$ cat src/rtl/gray_pkg.sv
// Shared types for the Gray step monitor.
//   step_t        : classification of a decoded sample against the previous one
//   DEFAULT_WIDTH : default Gray/binary code width
package gray_pkg;

    typedef enum logic [2:0] {
        STEP_FIRST = 3'd0,
        STEP_HOLD  = 3'd1,
        STEP_UP    = 3'd2,
        STEP_DOWN  = 3'd3,
        STEP_JUMP  = 3'd4
    } step_t;

    localparam int DEFAULT_WIDTH = 4;

endpackage

$ cat src/rtl/gray_to_bin.sv
// Purely combinational Gray-to-binary decoder.
//   gray : Gray-coded input (WIDTH bits)
//   bin  : binary equivalent (WIDTH bits)
module gray_to_bin #(
    parameter int WIDTH = 4
) (
    input  logic [WIDTH-1:0] gray,
    output logic [WIDTH-1:0] bin
);

    // bin[i] is the XOR of all Gray bits from the MSB down to i. Writing it as a
    // reduction avoids the bit-to-bit chain through bin itself.
    for (genvar i = 0; i < WIDTH; i++) begin : g_bit
        assign bin[i] = ^gray[WIDTH-1:i];
    end

endmodule

$ cat src/rtl/gray_step_monitor.sv
// Gray step monitor: two-register valid/ready pipeline that decodes Gray
// samples and classifies each step against the previously decoded sample.
//   clk, rst            : clock, synchronous active-high reset
//   gray_in, in_valid   : input sample and its valid
//   in_ready            : input accepted this cycle when high with in_valid
//   bin_out, step       : decoded value and its step classification
//   step_err            : high when step is STEP_JUMP
//   out_valid/out_ready : output handshake
//   err_count           : saturating count of emitted STEP_JUMP results
module gray_step_monitor
    import gray_pkg::*;
#(
    parameter int WIDTH     = DEFAULT_WIDTH,
    parameter int ERR_CNT_W = 8
) (
    input  logic                 clk,
    input  logic                 rst,
    input  logic [WIDTH-1:0]     gray_in,
    input  logic                 in_valid,
    output logic                 in_ready,
    output logic [WIDTH-1:0]     bin_out,
    output step_t                step,
    output logic                 step_err,
    output logic                 out_valid,
    input  logic                 out_ready,
    output logic [ERR_CNT_W-1:0] err_count
);

    logic [WIDTH-1:0] s1_gray;
    logic             s1_valid;
    logic [WIDTH-1:0] prev_bin;
    logic             prev_valid;
    logic [WIDTH-1:0] dec_bin;
    step_t            next_step;
    logic             s2_adv;
    logic             s1_adv;
    logic             accept;

    assign s2_adv   = !out_valid || out_ready;
    assign s1_adv   = s1_valid && s2_adv;
    assign in_ready = !rst && (!s1_valid || s2_adv);
    assign accept   = in_valid && in_ready;

    gray_to_bin #(
        .WIDTH (WIDTH)
    ) u_dec (
        .gray (s1_gray),
        .bin  (dec_bin)
    );

    // Neighbour compares wrap naturally at WIDTH bits, so max->0 is UP and
    // 0->max is DOWN.
    always_comb begin
        next_step = STEP_JUMP;
        if (!prev_valid) begin
            next_step = STEP_FIRST;
        end else if (dec_bin == prev_bin) begin
            next_step = STEP_HOLD;
        end else if (dec_bin == prev_bin + WIDTH'(1)) begin
            next_step = STEP_UP;
        end else if (dec_bin == prev_bin - WIDTH'(1)) begin
            next_step = STEP_DOWN;
        end
    end

    always_ff @(posedge clk) begin
        if (rst) begin
            s1_gray    <= '0;
            s1_valid   <= 1'b0;
        end else if (accept) begin
            s1_gray    <= gray_in;
            s1_valid   <= 1'b1;
        end else if (s1_adv) begin
            s1_valid   <= 1'b0;
        end
    end

    always_ff @(posedge clk) begin
        if (rst) begin
            bin_out    <= '0;
            step       <= STEP_FIRST;
            step_err   <= 1'b0;
            out_valid  <= 1'b0;
            prev_bin   <= '0;
            prev_valid <= 1'b0;
        end else if (s1_adv) begin
            bin_out    <= dec_bin;
            step       <= next_step;
            step_err   <= (next_step == STEP_JUMP);
            out_valid  <= 1'b1;
            prev_bin   <= dec_bin;
            prev_valid <= 1'b1;
        end else if (s2_adv) begin
            out_valid  <= 1'b0;
        end
    end

    // Counted on the output handshake so a stalled JUMP is counted once.
    always_ff @(posedge clk) begin
        if (rst) begin
            err_count <= '0;
        end else if (out_valid && out_ready && (step == STEP_JUMP)
                     && (err_count != {ERR_CNT_W{1'b1}})) begin
            err_count <= err_count + ERR_CNT_W'(1);
        end
    end

endmodule

$ cat config.mk
export PLATFORM = sky130hd
export DESIGN_NAME = gray_step_monitor
export DESIGN_NICKNAME = d
export VERILOG_FILES = /design/src/rtl/gray_pkg.sv /design/src/rtl/gray_to_bin.sv /design/src/rtl/gray_step_monitor.sv
export SDC_FILE = /design/constraint.sdc
export NUM_CORES = 1
export LEC_CHECK = 0
export ABC_AREA = 1
export ABC_CLOCK_PERIOD_IN_PS = 1500
export CORE_MARGIN = 4
export CORE_UTILIZATION = 36
export CTS_BUF_LIST = sky130_fd_sc_hd__clkbuf_4 sky130_fd_sc_hd__clkbuf_8 sky130_fd_sc_hd__clkbuf_16
export DETAILED_ROUTE_END_ITERATION = 12
export GPL_ROUTABILITY_DRIVEN = 0
export PLACE_DENSITY = 0.72
export SETUP_SLACK_MARGIN = 0.4
export SLEW_MARGIN = 5
export SYNTH_ARGS = -nofsm -noshare
export SYNTH_HDL_FRONTEND = slang
export SYNTH_SLANG_ARGS = --single-unit
$ cat constraint.sdc
create_clock -name clk -period 1.5 [get_ports clk]
set_clock_uncertainty 0.1 [all_clocks]
set_input_delay 0.3 -clock clk [delete_from_list [all_inputs] [get_ports clk]]
set_output_delay 0.3 -clock clk [all_outputs]
set_load 0.05 [all_outputs]
# [Word level (Yosys, flattened, before mapping)]
# Index checks and enable logic that the tools add are counted.
[word_totals] wordCells=41 in_bits=8 regBits=23 out_inout_bits=18
[classes] n_eq_ne=6 muxes=8 n_reduce_logical=16 n_addsub=3
[op_table] operator="4-bit equality test" count=3
[op_table] operator="3-bit two-way mux" count=4
[op_table] operator="8-bit by 1-bit adder with 8-bit output, second input constant" count=1
[op_table] operator="8-bit != test, second input constant" count=1
[op_table] operator="3-bit equality test, second input constant" count=2
[op_table] operator="1-bit logical AND" count=6
[op_table] operator="4-bit by 1-bit adder with 4-bit output, second input constant" count=1
[op_table] operator="1-bit two-way mux" count=4
[op_table] operator="2-bit nonzero test" count=2
[op_table] operator="4-bit parity" count=1
[op_table] operator="4-bit by 1-bit subtractor with 4-bit output, second input constant" count=1
[op_table] operator="1-bit zero test" count=3
[op_table] operator="3-bit parity" count=1
[op_table] operator="1-bit logical OR" count=2
[op_table] operator="2-bit parity" count=1

# [Depth between registers and ports, before layout]
# Gate-level depths: netlist of run 1.
[logic_depth] depth_word=7 ltp_mapped=13 depth_no_buf=13

# [Hierarchy]
# Synthesis of run 1 repeated with hierarchy kept, for this count alone.
[hier_totals] hier_cells=208 hier_area_um2=1311.3
[modules_own_cells] mod="gray_step_monitor" seq_area_each_um2=460.4 cells_per_inst=187 area_per_inst_um2=1221.2 instances=1
[modules_own_cells] mod="gray_to_bin" seq_area_each_um2=0.0 cells_per_inst=21 area_per_inst_um2=90.1 instances=1

# [Worst setup path after synthesis of run 1]
# OpenSTA, ideal clock, no wires.
[synth_path] kind="register to register" from="reg prev_bin[0]" to="reg step[2]" slack_ps=-467 arrival_ps=1739 setup_ps=128 t_required_ps=1272 path_stages_with_launch=13 synth_period_minus_slack_ps=1967 path_cell_list="dfxtp_1 > inv_1 > ha_1 > nand2_1 > nand2_1 > nand2_1 > nand2_1 > nor2_1 > nand3_2 > nand2_2 > nor2_2 > nor2_1 > nor2_1"
[synth_via] elab_chain_cells=6
[synth_lines] item="from (decl)" line_no="gray_step_monitor.sv:31" source="logic [WIDTH-1:0] prev_bin;"
[synth_lines] item="from (signal assigned)" line_no="gray_step_monitor.sv:91" source="prev_bin <= dec_bin;"
[synth_lines] item="4-bit by 1-bit subtractor with 4-bit output" line_no="gray_step_monitor.sv:61" source="end else if (dec_bin == prev_bin - WIDTH'(1)) begin"
[synth_lines] item="4-bit equality test" line_no="gray_step_monitor.sv:61"
[synth_lines] item="3-bit two-way mux" line_no="gray_step_monitor.sv:61"
[synth_lines] item="3-bit two-way mux" line_no="gray_step_monitor.sv:59" source="end else if (dec_bin == prev_bin + WIDTH'(1)) begin"
[synth_lines] item="3-bit two-way mux *" line_no="gray_step_monitor.sv:57" source="end else if (dec_bin == prev_bin) begin"
[synth_lines] item="3-bit two-way mux *" line_no="gray_step_monitor.sv:55" source="if (!prev_valid) begin"
[synth_lines] item="to (signal assigned)" line_no="gray_step_monitor.sv:88" source="step <= next_step;"
[synth_lines] item="to (decl)" line_no="gray_step_monitor.sv:22" source="output step_t step,"
# Every way passes the cells marked *; elsewhere a longest branch is shown, timed or not.
# A chain may end at the register's enable or synchronous reset.

# [Worst setup path in the final report of run 1]
[layout_path] from="reg out_valid" to="out in_ready"
[layout_via] elab_chain_cells=4
[layout_lines] item="from (decl)" line_no="gray_step_monitor.sv:24" source="output logic out_valid,"
[layout_lines] item="from (signal assigned)" line_no="gray_step_monitor.sv:83" source="out_valid <= 1'b0;"
[layout_lines] item="from (signal assigned)" line_no="gray_step_monitor.sv:90" source="out_valid <= 1'b1;"
[layout_lines] item="from (signal assigned)" line_no="gray_step_monitor.sv:94" source="out_valid <= 1'b0;"
[layout_lines] item="1-bit zero test" line_no="gray_step_monitor.sv:39" source="assign s2_adv = !out_valid || out_ready;"
[layout_lines] item="1-bit logical OR" line_no="gray_step_monitor.sv:39"
[layout_lines] item="1-bit logical OR" line_no="gray_step_monitor.sv:41" source="assign in_ready = !rst && (!s1_valid || s2_adv);"
[layout_lines] item="1-bit logical AND" line_no="gray_step_monitor.sv:41"
[layout_lines] item="to (decl)" line_no="gray_step_monitor.sv:20" source="output logic in_ready,"
# No other way between the ends.

==> metrics, run 1 <==
critical path's slowest cell=dfxtp_4; RSZ-0062 raised after global routing=true; Starting Density=38.7%; DRT antenna net count=0; clock sinks=23; synth-to-layout area growth=86.5%; actual slew at the worst max-slew pin=0.296 ns; #FFs+latches synth=23; CP Cell Sequence=nand2_4 -> nor2_4 -> inv_2 -> nand2_4 -> clkinvlp_4 -> buf_8; final hold slack=0.385 ns; row cnt=21; DR iter-0 viols=just under 90; Final Max Slew Viols=0; setup violators final=2; Skew-Pair Late Insertion Delay=0.28 ns; maxcap violations=0; # port buffers=25; top cells by area, synth=dfxtp_1 (35%), nand2_1 (17%), inv_1 (7.6%), nand3_1 (6.4%), nor2_1 (5.4%); detailed-route DRC error count=0; endpoint class of the critical path=output pin; syn_nets=218; Critical Path RT=1.10 ns; Via Count=between 1,500 and 2,000; synthesized area per cell=6.44 sq um; first-pass GRT wire length=6.65 mm; drt first pass iters=4; gr usage total=18.9%; H-tree levels=1; Slew HR=80.1%; total core area=3440 sq um; die height=68.8 um; sequential area share after synthesis=34.6%; Hold Violations, Final=0; Vias/cell=4.93; ant diodes=0; P per Cell Area=647 nW/um^2; Net count, final=277; hold-fix buffers at CTS=0; Peak VDD IR=676 uV; TritonCTS clock tree=built; cell count after synthesis=just over 200; fmax=0.632 GHz; CTS Buf Count=3; Core Util, Final=72.2%; post-DR wirelength/cell=roughly 14 um; P_leak=around 1.1 nW; WP data arrival=around 1.2 ns; vias in the first global route=1,494; layout cells sized above 1=52.1%; antenna violations before repair=0; Yosys top cell by area=dfxtp_1; critical path's most frequent cell=nand2_4; yosys warns=0; largest net degree at the start of global routing=17; total wire length=4.27 mm; die area=4740 sq um; clk buf depth=2; Root Driver=clkbuf_8; I/O pin cnt=26; final period utilization=106%; Tmin final=1.58 ns; count of cell types in the netlist=21; share of the synthesized area in the top cell type=34.6%; chip width=68.8 um; fillers=249; grt ovf=0; critical path's largest stage delay=0.38 ns; Crit Path Category=register to output pin; Startpoint Class=register; failing checks=setup timing; Clock transition at path regs=0.10 ns; dpl hpwl=2.56 mm; status=complete, but fails checks; worst setup margin=-0.0827 ns; crit path max fanout=2; synthesized cell area=1330 sq um; HP Class=register to register
## cells by family after synthesis
kind of cell,Yosys count,share of synthesized area [%]
adder cells (fa/ha/maj),3,2.82
flip-flops,23,34.6
XOR/XNOR,4,2.63
AO/OA/AOI/OAI,28,11.9
buffers and inverters,33,9.39
AND/OR/NAND/NOR,116,38.7
## routing by layer
metal	GRT usage, %	share of wire [%]	vias up
li1	-	-	778
met1	21.4	39	713
met2	34.8	54	33
met3	4.38	4.3	10
met4	5.84	2.5	0
met5	0	0	-
## critical path: cells and delay by family (launching register included)
family,cells,cell delay [ns]
buffers and inverters,3,0.28
flip-flops,1,0.38
AND/OR/NAND/NOR,3,0.23
## registers in the layout, indices dropped and copies added, names as in the netlist
name / flops
err_count: 8
out_valid: 1
prev_bin: 4
prev_valid: 1
s1_gray: 4
s1_valid: 1
step: 3
step_err: 1
## area by class of cell
cell class / count / area [sq um] / area share [%]
Clock inverter: 1 / 5.00 / 0.201
Sequential cell: 23 / 517 / 20.8
Multi-Input combinational cell: 151 / 993 / 40.0
Clock buffer: 3 / 41.3 / 1.66
Tap cell: 46 / 57.6 / 2.32
Inverter: 29 / 128 / 5.14
Timing Repair Buffer: 58 / 743 / 29.9
## through the flow
| stage | setup slack [ns] | total power, W | setup TNS [ns] | instances | cell area (sq um) |
|---|---|---|---|---|---|
| after floorplan | -0.0423 | 0.000972 | -0.146 | 207 | 1460 |
| after global placement | -0.266 | 0.00111 | -4.15 | 297 | 2070 |
| after detailed placement | -0.300 | 0.00112 | -4.52 | 297 | 2070 |
| after CTS | -0.0584 | 0.00155 | -0.0910 | 309 | 2340 |
| after global routing | -0.128 | 0.00168 | -0.662 | 311 | 2480 |
| final | -0.0827 | 0.00161 | -0.109 | 311 | 2480 |
## layout by cell type (no fill, tap or decap), types with 4 or more instances in the layout
master / Yosys / final
buf_6: 0 / 19
inv_2: 2 / 7
a21oi_1: 14 / 11
buf_12: 0 / 17
nand2_4: 0 / 11
clkdlybuf4s50_1: 0 / 5
nand3_2: 3 / 4
nand3_1: 17 / 13
nor2_1: 19 / 14
dfxtp_2: 0 / 9
inv_1: 27 / 16
inv_4: 0 / 4
o31ai_1: 5 / 4
nand2_1: 60 / 48
buf_4: 0 / 14
nand2_2: 11 / 12
dfxtp_4: 0 / 12
## final timing paths
check                                start      endpoint  slack, ns  cells past startpoint
worst max register to register   out_valid  err_count[4]      -0.03                      7
worst min register to register  prev_valid    prev_valid       0.38                      2
worst max-delay path             out_valid      in_ready      -0.08                      6
worst min-delay path            prev_valid    prev_valid       0.38                      2
## report_power, final
group	internal (W)	total [W]	switching, W
combinational	0.000224	0.000523	0.000299
sequential	0.000624	0.000663	0.0000393
clock	0.000187	0.000422	0.000235
total	0.00103	0.00161	0.000573
## cell usage after synthesis (all sizes together)
master	instances
a21oi	14
a41oi	1
clkbuf	4
dfxtp	23
ha	3
inv	29
nand2	71
nand3	20
nor2	20
nor3	2
nor4	3
o21a	1
o21ai	7
o31ai	5
xnor2	1
xor2	3
## repair_timing
item                                    CTS  global route
endpoints found under the setup margin   39            39
gates resized for setup                  54            40
pin swaps                                14            16
setup buffers                             8             2
Power figures use the tool's default switching activity.
==> run 2, diff against run 1 <==
--- a/config.mk
+++ b/config.mk
@@ -6,13 +6,14 @@
 export NUM_CORES = 1
 export LEC_CHECK = 0
 export ABC_AREA = 1
-export ABC_CLOCK_PERIOD_IN_PS = 1500
 export CORE_MARGIN = 4
 export CORE_UTILIZATION = 36
 export CTS_BUF_LIST = sky130_fd_sc_hd__clkbuf_4 sky130_fd_sc_hd__clkbuf_8 sky130_fd_sc_hd__clkbuf_16
 export DETAILED_ROUTE_END_ITERATION = 12
 export GPL_ROUTABILITY_DRIVEN = 0
+export GPL_TIMING_DRIVEN = 0
 export PLACE_DENSITY = 0.72
+export RECOVER_POWER = 50
 export SETUP_SLACK_MARGIN = 0.4
 export SLEW_MARGIN = 5
 export SYNTH_ARGS = -nofsm -noshare
==> run 2 against run 1 <==
Against the previous run:
- highest routed layer unchanged
- clock power down 5.0%
- the run still ends with setup timing left
- first-iteration DRC count up 37%
- die area unchanged
- combinational power up 20%
==> metrics, run 2 (same netlist as run 1, synthesis figures left out) <==
Clock transition at path regs=0.09 ns (about the same); Net count, final=289 (+4.3%); most common library cell in the layout ignoring fill and taps=nand2_1; Reg2Reg Depth=7 (unchanged); Top Layer Used=met4; cell count of the worst hold path=2 (unchanged); Skew-Pair Late Insertion Delay=0.27 ns (about the same); final hold slack=0.241 ns (-0.144 ns); total core area=3440 sq um (unchanged); hold-fix buffers at CTS=0 (unchanged); max FFs per register=8 (unchanged); chip width=68.8 um (unchanged); clk buf depth=2 (unchanged); setup violators final=12 (+10); Root Driver=clkbuf_8; layout cells sized above 1=56.7% (+4.6 points); # port buffers=24 (-4.0%); Vias/cell=5.37 (+8.9%); largest reg by FF count=err_count; synth-to-layout area growth=93.7%; Crit Path Category=register to register; Via Count=1,735 (+13%); actual slew at the worst max-slew pin=0.595 ns (+0.299 ns); maxcap violations=0 (unchanged); ant diodes=0 (unchanged); Largest regs=err_count (8), prev_bin (4), s1_gray (4); total wire length=5.02 mm (+18%); die height=68.8 um (unchanged); met1 wire length=1.81 mm (+7.8%); grt ovf=0 (unchanged); Tmin final=1.67 ns (+0.0893 ns); met2 WL=2.62 mm (+14%); hold_sp=rst; Slew HR=60.3% (-20 points); Starting Density=38.7% (unchanged); vias in the first global route=1,564 (+4.7%); worst hold endpoint=s1_gray[3]; HP Class=input pin to register; drt first pass iters=5 (+1); placed cells=277 (-6.7%); DR WL met3=294 um (+59%); P_leak=1.14 nW (+4.4%); CTS Buf Count=3 (unchanged); WP data arrival=1.73 ns (+0.55 ns); r2r setup slk=-0.17 ns (-0.14 ns); Reg-to-Reg End=err_count[4]; die area=4740 sq um (unchanged); I/O pin cnt=26 (unchanged); first-pass GRT wire length=6.64 mm (-0.11%); worst setup margin=-0.172 ns (-0.0893 ns); final period utilization=111% (+6.0 points); failing checks=setup timing; row cnt=21 (unchanged); dpl hpwl=2.41 mm (-6.0%); crit path max fanout=7 (+5); endpoint class of the critical path=register; Finished Layout Cells=323 (+3.9%); detailed-route DRC error count=0 (unchanged); antenna violations before repair=0 (unchanged); P per Cell Area=654 nW/um^2 (+1.1%); fmax=0.598 GHz (-5.3%); largest net degree at the start of global routing=14 (-3); H-tree levels=1 (unchanged); Hold Violations, Final=0 (unchanged); post-DR wirelength/cell=15.6 um (+13%); RSZ-0062 raised after global routing=true; DRT antenna net count=0 (unchanged); most frequent cells in the layout=nand2_1 (48), buf_4 (25), buf_8 (19); RR Startpoint=out_valid; clock sinks=23 (unchanged); gr usage total=18.7% (-0.18 points); Critical Path RT=1.56 ns (+0.46 ns); status=complete, but fails checks; DR iter-0 viols=119 (+37%); Final Max Slew Viols=0 (unchanged); Peak VDD IR=599 uV (-11%); Startpoint Class=register; TritonCTS clock tree=built
## run 2: changes by cell type in the layout (fill, tap and decap cells not counted), sizes merged
cell and change:
buf +10, clkbuf +3, clkdlybuf4s15 -1, clkinvlp +1, inv -1
## run 2: final cells by class
cell class	instances	area [sq um]
timing repair buffer	66	717
multi-input combinational	151	1050
buffer	4	40.0
inverter	29	141
clock buffer	3	41.3
tap	46	57.6
clock inverter	1	5.00
fill	235	861
sequential	23	524
## run 2: timing repair
action	in CTS	in global routing
pin swaps	13	11
buffers inserted	27	15
gates resized for setup	194	62
endpoints found under the setup margin	39	40
## run 2: report_power, final
part	internal [W]	leakage, nW	switching (W)
sequential	0.000620	0.201	0.0000432
clock	0.000186	0.0255	0.000215
combinational	0.000269	0.914	0.000356
total	0.00107	1.14	0.000615
## run 2: routing by layer
metal,up-vias,global-route usage [%]
met2,85,36.0
met1,809,20.3
met4,0,4.87
met5,-,0
li1,809,-
met3,32,4.38
## run 2: metrics by stage
step           area, sq um  TNS, ns  setup WS [ns]  power, W  util [%]
2_1_floorplan         1460   -0.146        -0.0423  0.000972         -
3_3_place_gp          1760    -5.14         -0.913   0.00106      51.1
3_5_place_dp          1760    -5.29         -0.920   0.00107      51.1
4_1_cts               2260   -0.132        -0.0753   0.00156      65.7
5_1_grt               2580    -1.95         -0.269   0.00179      75.0
6_report              2580   -0.822         -0.172   0.00169      75.0
## run 2: critical path, stage by stage (launching register included)
cell	delay [ns]
dfxtp_4	0.38
buf_6	0.10
nand2_1	0.08
nor4_4	0.27
nand2_4	0.16
buf_4	0.16
o31ai_1	0.23
nor2_1	0.08
## run 2: how the worst max path moves through the flow
stage / from / endpoint / slack, ns / depth (start not counted)
6_report: out_valid / err_count[4] / -0.17 / 7
5_1_grt: out_valid / err_count[4] / -0.27 / 7
4_1_cts: out_valid / in_ready / -0.08 / 6
3_5_place_dp: out_ready / in_ready / -0.92 / 8
3_3_place_gp: out_ready / in_ready / -0.91 / 8
2_1_floorplan: err_count[0] / err_count[6] / -0.04 / 9
==> run 3, diff against run 2 <==
--- a/config.mk
+++ b/config.mk
@@ -15,7 +15,7 @@
 export PLACE_DENSITY = 0.72
 export RECOVER_POWER = 50
 export SETUP_SLACK_MARGIN = 0.4
-export SLEW_MARGIN = 5
+export SKIP_CTS_REPAIR_TIMING = 1
 export SYNTH_ARGS = -nofsm -noshare
 export SYNTH_HDL_FRONTEND = slang
 export SYNTH_SLANG_ARGS = --single-unit
==> run 3 against run 2 <==
Against the previous run:
- the flow still finishes with violations (setup timing)
- wire length decreased by 21%
- sequential share of layout area increased by 3.1 points
- power decreased by 8.4%
- via count decreased by 14%
- critical path depth increased by 1
- combinational power decreased by 21%
- utilization decreased by 9.4 points
- final area decreased by 13%
- final cell count decreased by 7.1%
- non-clock buffer count decreased by 23
- register-to-register slack improved by 0.07 ns
- first-iteration DRC count decreased by 48%
- critical endpoint is now err_count[0]
- largest cell class unchanged
- largest power group unchanged
- highest routed layer unchanged
==> metrics, run 3 (same netlist as run 1, synthesis figures left out) <==
setup violators final=9 (-3); Net count, final=266 (-8.0%); Final Max Slew Viols=0 (unchanged); Tmin final=1.61 ns (-0.0653 ns); P_leak=1.02 nW (-11%); actual slew at the worst max-slew pin=0.508 ns (-0.0871 ns); maxcap violations=0 (unchanged); row cnt=21 (unchanged); synth-to-layout area growth=69.5%; most common library cell in the layout ignoring fill and taps=nand2_1; Reg area=529 sq um (+0.95%); # port buffers=24 (unchanged); DP Area=1760 sq um (unchanged); Finished Cell Area=2260 sq um (-13%); Hold Violations, Final=0 (unchanged); total core area=3440 sq um (unchanged); layout cells sized above 1=48.4% (-8.3 points); hold_sp=rst; Reg2Reg Depth=8 (+1); DRT antenna net count=0 (unchanged); area of the multi-input gates=980 sq um (-7.1%); Starting Density=38.7% (unchanged); busiest layer in global routing=met2; gr usage total=14.5% (-4.2 points); endpoint class of the critical path=register; Vias/cell=4.99 (-7.2%); r2r setup slk=-0.11 ns (+0.07 ns); drt first pass iters=4 (-1); die height=68.8 um (unchanged); P per Cell Area=685 nW/um^2 (+4.6%); DR iter-0 viols=62 (-48%); met3 usage=3.89% (-0.49 points); fillers=293 (+25%); grt ovf=0 (unchanged); Peak VDD IR=659 uV (+10%); clk buf depth=2 (unchanged); placed cells=277 (unchanged); worst hold endpoint=s1_gray[3]; max FFs per register=8 (unchanged); largest reg by FF count=err_count; CTS Buf Count=3 (unchanged); Critical Path RT=1.54 ns (-0.02 ns); chip width=68.8 um (unchanged); Via Count=1,496 (-14%); cell count of the worst hold path=2 (unchanged); total wire length=3.97 mm (-21%); detailed-route DRC error count=0 (unchanged); die area=4740 sq um (unchanged); Skew-Pair Late Insertion Delay=0.27 ns (about the same); TritonCTS clock tree=built; first-pass GRT wire length=5.19 mm (-22%); Finished Layout Cells=300 (-7.1%); Clock transition at path regs=0.08 ns (about the same); fmax=0.622 GHz (+4.1%); antenna violations before repair=0 (unchanged); Largest regs=err_count (8), prev_bin (4), s1_gray (4); grt met1 use=17.2% (-3.1 points); most frequent cells in the layout=nand2_1 (49), buf_4 (18), inv_1 (17), buf_8 (17), dfxtp_4 (17); Slew HR=66.1% (+5.8 points); post-DR wirelength/cell=13.2 um (-15%); worst setup margin=-0.107 ns (+0.0653 ns); dpl hpwl=2.41 mm (unchanged); ant diodes=0 (unchanged); WP data arrival=1.65 ns (-0.08 ns); RSZ-0062 raised after global routing=true; largest net degree at the start of global routing=14 (unchanged); Startpoint Class=register; crit path max fanout=6 (-1); H-tree levels=1 (unchanged); Root Driver=clkbuf_8; final period utilization=107% (-4.4 points); status=complete, but fails checks; HP Class=input pin to register; Power Total=0.00155 W (-8.4%); failing checks=setup timing; clock sinks=23 (unchanged); I/O pin cnt=26 (unchanged); vias in the first global route=1,254 (-20%); Crit Path Category=register to register; Reg-to-Reg End=err_count[0]; GRT met2 Usage=25.2% (-11 points); RR Startpoint=err_count[1]; pre-CTS WS=-0.920 ns (unchanged)
==> run 3: cell count changes in the layout (fill, tap and decap cells not counted), moves of 4 or more <==
cell and change:
buf_4 -7, nand2_8 -4, buf_6 -13, a21oi_2 -6, a21oi_1 +6
==> run 3: cell type report <==
cell class	count	area share, %
clock inverters	1	0.222
multi-input cells	151	43.4
repair buffers	43	20.9
flip-flops and latches	23	23.4
plain buffers	4	1.66
clock buffers	3	1.83
inverters	29	6.04
well taps	46	2.55
==> run 3: stage by stage <==
step	util, %	hold slack, ns	TNS (ns)
final	65.6	0.276	-0.517
after CTS	52.4	0.237	-7.34
after floorplan	-	0.313	-0.146
after global placement	51.1	0.345	-5.14
after detailed placement	51.1	0.353	-5.29
after global routing	65.6	0.284	-1.65
==> run 3: layer usage <==
| metal | share of wire (%) | routed length, um |
|---|---|---|
| met2 | 55 | 2190 |
| met5 | 0 | 0 |
| met1 | 40 | 1570 |
| met3 | 3.7 | 145 |
| met4 | 1.7 | 66 |
==> run 3: power breakdown <==
part           internal (W)  switching, W  total (W)
registers          0.000617     0.0000361   0.000653
logic              0.000199      0.000296   0.000495
clock network      0.000186      0.000212   0.000398
==> run 3: worst max-delay path: stages (launching register included) <==
cell	delay [ns]
dfxtp_4	0.39
ha_4	0.15
nand2_4	0.06
nor3_4	0.20
nand3_2	0.12
nand2_4	0.15
buf_6	0.11
xor2_1	0.13
nor2_1	0.06
==> run 3: how the worst max path moves through the flow <==
stage,start,end,slack [ns],cells past startpoint
after CTS,out_ready,in_ready,-0.92,8
after floorplan,err_count[0],err_count[6],-0.04,9
after global routing,err_count[1],err_count[0],-0.18,8
final,err_count[1],err_count[0],-0.11,8
after detailed placement,out_ready,in_ready,-0.92,8
after global placement,out_ready,in_ready,-0.91,8
